===== src/rtl/parity_ctrl_pkg.sv =====
// Shared types and line-level constants for the parity serial controller.
package parity_ctrl_pkg;

    typedef enum logic [2:0] {
        TX_IDLE,
        TX_START,
        TX_DATA,
        TX_PARITY,
        TX_STOP
    } tx_state_t;

    typedef enum logic [1:0] {
        RX_IDLE,
        RX_DATA,
        RX_PARITY,
        RX_STOP
    } rx_state_t;

    localparam logic PARITY_EVEN = 1'b0;
    localparam logic PARITY_ODD  = 1'b1;

    localparam int FRAME_BITS = 11;

    localparam logic IDLE_LEVEL  = 1'b1;
    localparam logic START_LEVEL = 1'b0;
    localparam logic STOP_LEVEL  = 1'b1;

endpackage


===== src/rtl/parity_bit_calc.sv =====
// Combinational parity bit: even = XOR of data, odd = its inverse.
module parity_bit_calc #(
    parameter int DATA_W = 8
) (
    input  logic [DATA_W-1:0] data_i,
    input  logic              mode_i,
    output logic              parity_o
);

    assign parity_o = (^data_i) ^ mode_i;

endmodule


===== src/rtl/parity_serial_controller.sv =====
// Framed serial TX/RX (start, 8 data LSB first, parity, stop) with a
// saturating count of received frames that failed parity or stop checks.
module parity_serial_controller
    import parity_ctrl_pkg::*;
#(
    parameter int DATA_W    = 8,
    parameter int ERR_CNT_W = 8
) (
    input  logic                 clk,
    input  logic                 rst,
    input  logic                 bit_en,
    input  logic                 parity_mode,
    input  logic                 tx_valid,
    input  logic [DATA_W-1:0]    tx_data,
    output logic                 tx_ready,
    output logic                 tx_serial,
    output logic                 tx_busy,
    input  logic                 rx_serial,
    output logic                 rx_valid,
    output logic [DATA_W-1:0]    rx_data,
    output logic                 rx_parity_err,
    output logic                 rx_frame_err,
    input  logic                 err_clear,
    output logic [ERR_CNT_W-1:0] err_count
);

    localparam logic [2:0] LAST_IDX = 3'(DATA_W - 1);

    // ---------------- TX ----------------
    tx_state_t         tx_state_q;
    logic [DATA_W-1:0] tx_data_q;
    logic              tx_mode_q;
    logic [2:0]        tx_idx_q;
    logic              tx_ready_q;
    logic              tx_serial_q;
    logic              tx_par;
    logic [2:0]        tx_idx_nxt;

    assign tx_idx_nxt = tx_idx_q + 3'd1;

    parity_bit_calc #(.DATA_W(DATA_W)) u_tx_par (
        .data_i   (tx_data_q),
        .mode_i   (tx_mode_q),
        .parity_o (tx_par)
    );

    // Accept ignores bit_en so a byte can be latched the moment TX goes idle.
    always_ff @(posedge clk or posedge rst) begin
        if (rst) begin
            tx_state_q  <= TX_IDLE;
            tx_data_q   <= '0;
            tx_mode_q   <= PARITY_EVEN;
            tx_idx_q    <= '0;
            tx_ready_q  <= 1'b1;
            tx_serial_q <= IDLE_LEVEL;
        end else begin
            case (tx_state_q)
                TX_IDLE: if (tx_valid) begin
                    tx_data_q   <= tx_data;
                    tx_mode_q   <= parity_mode;
                    tx_ready_q  <= 1'b0;
                    tx_serial_q <= START_LEVEL;
                    tx_state_q  <= TX_START;
                end
                TX_START: if (bit_en) begin
                    tx_idx_q    <= '0;
                    tx_serial_q <= tx_data_q[0];
                    tx_state_q  <= TX_DATA;
                end
                TX_DATA: if (bit_en) begin
                    if (tx_idx_q == LAST_IDX) begin
                        tx_serial_q <= tx_par;
                        tx_state_q  <= TX_PARITY;
                    end else begin
                        tx_idx_q    <= tx_idx_nxt;
                        tx_serial_q <= tx_data_q[tx_idx_nxt];
                    end
                end
                TX_PARITY: if (bit_en) begin
                    tx_serial_q <= STOP_LEVEL;
                    tx_state_q  <= TX_STOP;
                end
                TX_STOP: if (bit_en) begin
                    tx_serial_q <= IDLE_LEVEL;
                    tx_ready_q  <= 1'b1;
                    tx_state_q  <= TX_IDLE;
                end
                default: tx_state_q <= TX_IDLE;
            endcase
        end
    end

    // ---------------- RX ----------------
    rx_state_t         rx_state_q;
    logic [DATA_W-1:0] rx_shift_q;
    logic              rx_mode_q;
    logic [2:0]        rx_idx_q;
    logic              rx_par_bit_q;
    logic              rx_valid_q;
    logic [DATA_W-1:0] rx_data_q;
    logic              rx_perr_q;
    logic              rx_ferr_q;
    logic              rx_par;

    parity_bit_calc #(.DATA_W(DATA_W)) u_rx_par (
        .data_i   (rx_shift_q),
        .mode_i   (rx_mode_q),
        .parity_o (rx_par)
    );

    always_ff @(posedge clk or posedge rst) begin
        if (rst) begin
            rx_state_q   <= RX_IDLE;
            rx_shift_q   <= '0;
            rx_mode_q    <= PARITY_EVEN;
            rx_idx_q     <= '0;
            rx_par_bit_q <= 1'b0;
            rx_valid_q   <= 1'b0;
            rx_data_q    <= '0;
            rx_perr_q    <= 1'b0;
            rx_ferr_q    <= 1'b0;
        end else begin
            rx_valid_q <= 1'b0;
            case (rx_state_q)
                RX_IDLE: if (bit_en && rx_serial == START_LEVEL) begin
                    rx_mode_q  <= parity_mode;
                    rx_idx_q   <= '0;
                    rx_state_q <= RX_DATA;
                end
                RX_DATA: if (bit_en) begin
                    rx_shift_q <= {rx_serial, rx_shift_q[DATA_W-1:1]};
                    rx_idx_q   <= rx_idx_q + 3'd1;
                    if (rx_idx_q == LAST_IDX) rx_state_q <= RX_PARITY;
                end
                RX_PARITY: if (bit_en) begin
                    rx_par_bit_q <= rx_serial;
                    rx_state_q   <= RX_STOP;
                end
                RX_STOP: if (bit_en) begin
                    rx_valid_q <= 1'b1;
                    rx_data_q  <= rx_shift_q;
                    rx_perr_q  <= (rx_par != rx_par_bit_q);
                    rx_ferr_q  <= (rx_serial != STOP_LEVEL);
                    rx_state_q <= RX_IDLE;
                end
                default: rx_state_q <= RX_IDLE;
            endcase
        end
    end

    // ---------------- error counter ----------------
    logic [ERR_CNT_W-1:0] err_cnt_q, err_cnt_d;

    always_comb begin
        err_cnt_d = err_cnt_q;
        if (err_clear)
            err_cnt_d = '0;
        else if (rx_valid_q && (rx_perr_q || rx_ferr_q) && err_cnt_q != '1)
            err_cnt_d = err_cnt_q + ERR_CNT_W'(1);
    end

    always_ff @(posedge clk or posedge rst) begin
        if (rst) err_cnt_q <= '0;
        else     err_cnt_q <= err_cnt_d;
    end

    assign tx_ready      = tx_ready_q;
    assign tx_busy       = !tx_ready_q;
    assign tx_serial     = tx_serial_q;
    assign rx_valid      = rx_valid_q;
    assign rx_data       = rx_data_q;
    assign rx_parity_err = rx_perr_q;
    assign rx_frame_err  = rx_ferr_q;
    assign err_count     = err_cnt_q;

endmodule


===== config.mk =====
export PLATFORM = sky130hd
export DESIGN_NAME = parity_serial_controller
export DESIGN_NICKNAME = d
export VERILOG_FILES = /design/src/rtl/parity_ctrl_pkg.sv /design/src/rtl/parity_bit_calc.sv /design/src/rtl/parity_serial_controller.sv
export SDC_FILE = /design/constraint.sdc
export NUM_CORES = 1
export LEC_CHECK = 0
export CORE_MARGIN = 10
export CORE_UTILIZATION = 42
export DETAILED_ROUTE_END_ITERATION = 10
export PLACE_DENSITY_LB_ADDON = 0.05
export SLEW_MARGIN = 20
export SYNTH_ARGS = -nofsm -noshare
export SYNTH_HDL_FRONTEND = slang
export SYNTH_SLANG_ARGS = --single-unit

===== constraint.sdc =====
create_clock -name clk -period 4.8 [get_ports clk]
set_clock_uncertainty 0.05 [all_clocks]
set_input_delay 0.48 -clock clk [delete_from_list [all_inputs] [get_ports clk]]
set_output_delay 0.48 -clock clk [all_outputs]
set_load 0.02 [all_outputs]

==> results.py <==
metrics = {
    "synth": {
        "seq_area_frac_synth": 0.502,
        "syn-instance-count": 210,
        "syn_area_um2": 2550,
        "synth_fp_nets": 234,
        "ys_types": 39,
        "yosysWarnings": 0,
        "ys_seq_elements": 51,
        "avgSynthCellArea_um2": 12.1,
    },
    "timing": {
        "rsz0062_at_grt": "no",
        "drv_slew": 0,
        "relSlewSlack": 0.571,
        "finalHoldViolCount": 0,
        "max_slew.worst_pin.slew_ns": 0.644,
        "setup_tns_ns": 0,
        "post-route-min-period_ns": 2.00,
        "holdWs_ns": 0.458,
        "fmax_mhz": 500,
        "fin_crit_sh": 0.417,
        "setup-violations-final": 0,
    },
    "route": {
        "wl_met1_um": 2180,
        "top_layer": "met4",
        "met3_length_um": 236,
        "first_pass_iters": 4,
        "drc": 0,
        "wl_um": 4730,
        "drtAntennaViolNets": 0,
        "viasPerCell": 5.03,
        "first_iter_violations": 20,
        "vias": 1625,
        "met2_length_um": 2230,
        "drt-wirelength-per-cell_um": 14.6,
    },
    "worst_hold_path": {
        "hold_path.class": "register to register",
    },
    "setup_path": {
        "critPathCaptureType": "register",
        "start_kind": "input pin",
        "cp_common_cell": "nand2_1",
        "cp_data_arrival_time_ns": 2.14,
        "crit_chain": "clkdlybuf4s50_1 > nand2_1 > nand2_1 > o21ai_0 > a21oi_1 > mux2_2",
        "path_class": "input pin to register",
        "required_ns": 4.94,
        "slowest_stage": "clkdlybuf4s50_1",
        "max_stage_delay_ns": 0.81,
        "path_max_fanout": 16,
        "ff2ff_setup_slack_ns": 2.88,
    },
    "grt": {
        "first_global_vias": 1672,
        "grt_start_max_net_pins": 52,
        "antenna_found_initial": 0,
        "grt_pass1_wl_um": 8160,
        "overflow": 0,
        "grt_use_total": 0.102,
    },
    "placement": {
        "hpwl_um": 3460,
        "portBuffers": 36,
        "gp_congestion": 0.771,
    },
    "floorplanning": {
        "rows": 28,
        "die_area_um2": 9580,
        "die_w_um": 97.9,
        "die_y_um": 97.9,
        "initial_core_util": 0.430,
        "ios": 37,
        "core_um2": 5920,
    },
    "power": {
        "peakVddDrop_mv": 0.260,
        "powerDensity_nw_per_um2": 623,
        "p_leak_uw": 0.00130,
        "power.total_uw": 1910,
    },
    "clock_network": {
        "cts_hold_buffers": 0,
        "cts_setup_buffers": 0,
        "cts_tree": "built",
        "post_cts_resize_count": 0,
        "clock-sinks": 51,
        "cts_root_buffer": "clkbuf_8",
        "cts_buffers": 5,
        "cts.clk_slew.worst_paths_ns": 0.09,
        "cts.path.max_buffers": 2,
        "h-tree-depth": 2,
        "clock_latency_ns": 0.30,
    },
    "layout": {
        "n_fill_cell": 546,
        "mostFrequentLayoutCells": "dfrtp_1, clkdlybuf4s50_1, mux2_2",
        "fin_nets": 271,
        "layout_commonest_cell": "dfrtp_1",
        "syn_to_final_growth_pct": 20.1,
        "diodes": 0,
        "drive_above_1_share": 0.190,
    },
    "outcome": {
        "status": "finished, final reports clean",
    },
    "flow_run": {
        "maxCapViolations": 0,
    },
}
[synthesized netlist by cell type]
cell      instances  area share
o21a_1            2      0.0059
ha_1              9       0.044
a21o_1            1      0.0029
a211oi_1          2      0.0059
o32a_1            1      0.0039
nand3_1           3      0.0059
and4_4            1      0.0044
nor2b_1           1      0.0025
clkbuf_1          1      0.0015
nor2_1           12       0.018
buf_4             1      0.0029
nand4_1           2      0.0049
dfstp_2           2       0.021
mux4_1            2       0.021
a41oi_4           1       0.011
a22o_1            2      0.0069
o21ai_0           5      0.0098
nor3_1            4      0.0079
a31oi_1           2      0.0049
inv_1             9       0.013
dfrtp_1          49        0.48
xnor2_2           1      0.0064
mux2i_1           4       0.016
o211ai_1          1      0.0029
a21oi_1           5      0.0098
nand2b_1          3      0.0074
nand2_1          18       0.027
buf_2             4      0.0079
o31ai_1           2      0.0059
nand3b_1          3      0.0088
buf_1             1      0.0015
xor2_1            5       0.017
a311oi_1          1      0.0034
xnor3_1           1      0.0088
nor3_2            1      0.0039
o22ai_1           1      0.0025
xnor2_1          15       0.052
nor2_4            2      0.0088
mux2_2           30        0.13
[per-stage QoR]
step / area [µm²] / setup WS (ns) / utilization / cells
CTS: 3060 / 2.79 / 0.517 / 323
floorplan: 2550 / 3.00 / - / 210
global route: 3060 / 2.64 / 0.517 / 323
global placement: 2980 / 2.52 / 0.503 / 315
detailed placement: 2980 / 2.50 / 0.503 / 315
finish: 3060 / 2.80 / 0.517 / 323
[worst max-delay path: cells and delay by family]
| kind | cells | cell delay [ns] |
|---|---|---|
| AND/OR/NAND/NOR | 2 | 0.17 |
| AO/OA/AOI/OAI | 2 | 0.32 |
| multiplexers | 1 | 0.35 |
| buffers and inverters | 1 | 0.81 |
[final cells by class]
| class | count | area, µm² | share of cell area |
|---|---|---|---|
| repair buffers | 37 | 368 | 0.120 |
| flip-flops and latches | 51 | 1280 | 0.418 |
| clock buffers | 6 | 72.6 | 0.0237 |
| well taps | 75 | 93.8 | 0.0307 |
| clock inverters | 2 | 12.5 | 0.00409 |
| inverters | 9 | 33.8 | 0.0110 |
| multi-input cells | 143 | 1200 | 0.392 |
[state kept, by name (all words and copies together) (netlist names)]
signal / flops
rx_state_q: 2
err_count: 8
rx_data: 8
tx_ready: 1
tx_state_q: 3
tx_serial: 1
rx_par_bit_q: 1
tx_mode_q: 1
rx_idx_q: 3
rx_frame_err: 1
rx_valid: 1
rx_parity_err: 1
tx_idx_q: 3
rx_mode_q: 1
tx_data_q: 8
rx_shift_q: 8
[routing by layer]
layer / vias up / GRT usage
li1: 805 / -
met1: 788 / 0.122
met2: 25 / 0.164
met3: 7 / 0.0366
met4: 0 / 0.0347
met5: - / 0
[logic make-up (layout without fill, tap and decap cells)]
kind of cell / count (synthesis) / after routing / synth area share
AOI/OAI and AO/OA: 26 / 26 / 0.0756
xor gates and xnor gates: 22 / 22 / 0.0839
adders and majority gates: 9 / 9 / 0.0442
buffers and inverters: 16 / 54 / 0.0270
DFF: 51 / 51 / 0.502
muxes: 36 / 36 / 0.169
and+or+nand+nor: 50 / 50 / 0.0987
[path summary, 6_finish.rpt]
kind                                    startpoint                   endpoint  cells past startpoint
setup / recovery                            bit_en  rx_state_q[1]$_DFFE_PP0P_                      6
hold / removal             tx_idx_q[1]$_DFFE_PP0P_    tx_idx_q[1]$_DFFE_PP0P_                      2
setup reg to reg           tx_idx_q[0]$_DFFE_PP0P_      tx_serial$_DFFE_PP1P_                      6
hold reg to reg            tx_idx_q[1]$_DFFE_PP0P_    tx_idx_q[1]$_DFFE_PP0P_                      2
max in group asynchronous                      rst  rx_state_q[1]$_DFFE_PP0P_                      3
min in group asynchronous                      rst     rx_data[1]$_DFFE_PP0P_                      3
[power breakdown]
part           total, µW  switching [µW]  leakage, µW  internal [µW]
registers            766             165     0.000644            600
clock network        241             139    0.0000412            102
logic                899             374     0.000618            525
total               1910             678      0.00130           1230
Power figures use the tool's default switching activity.
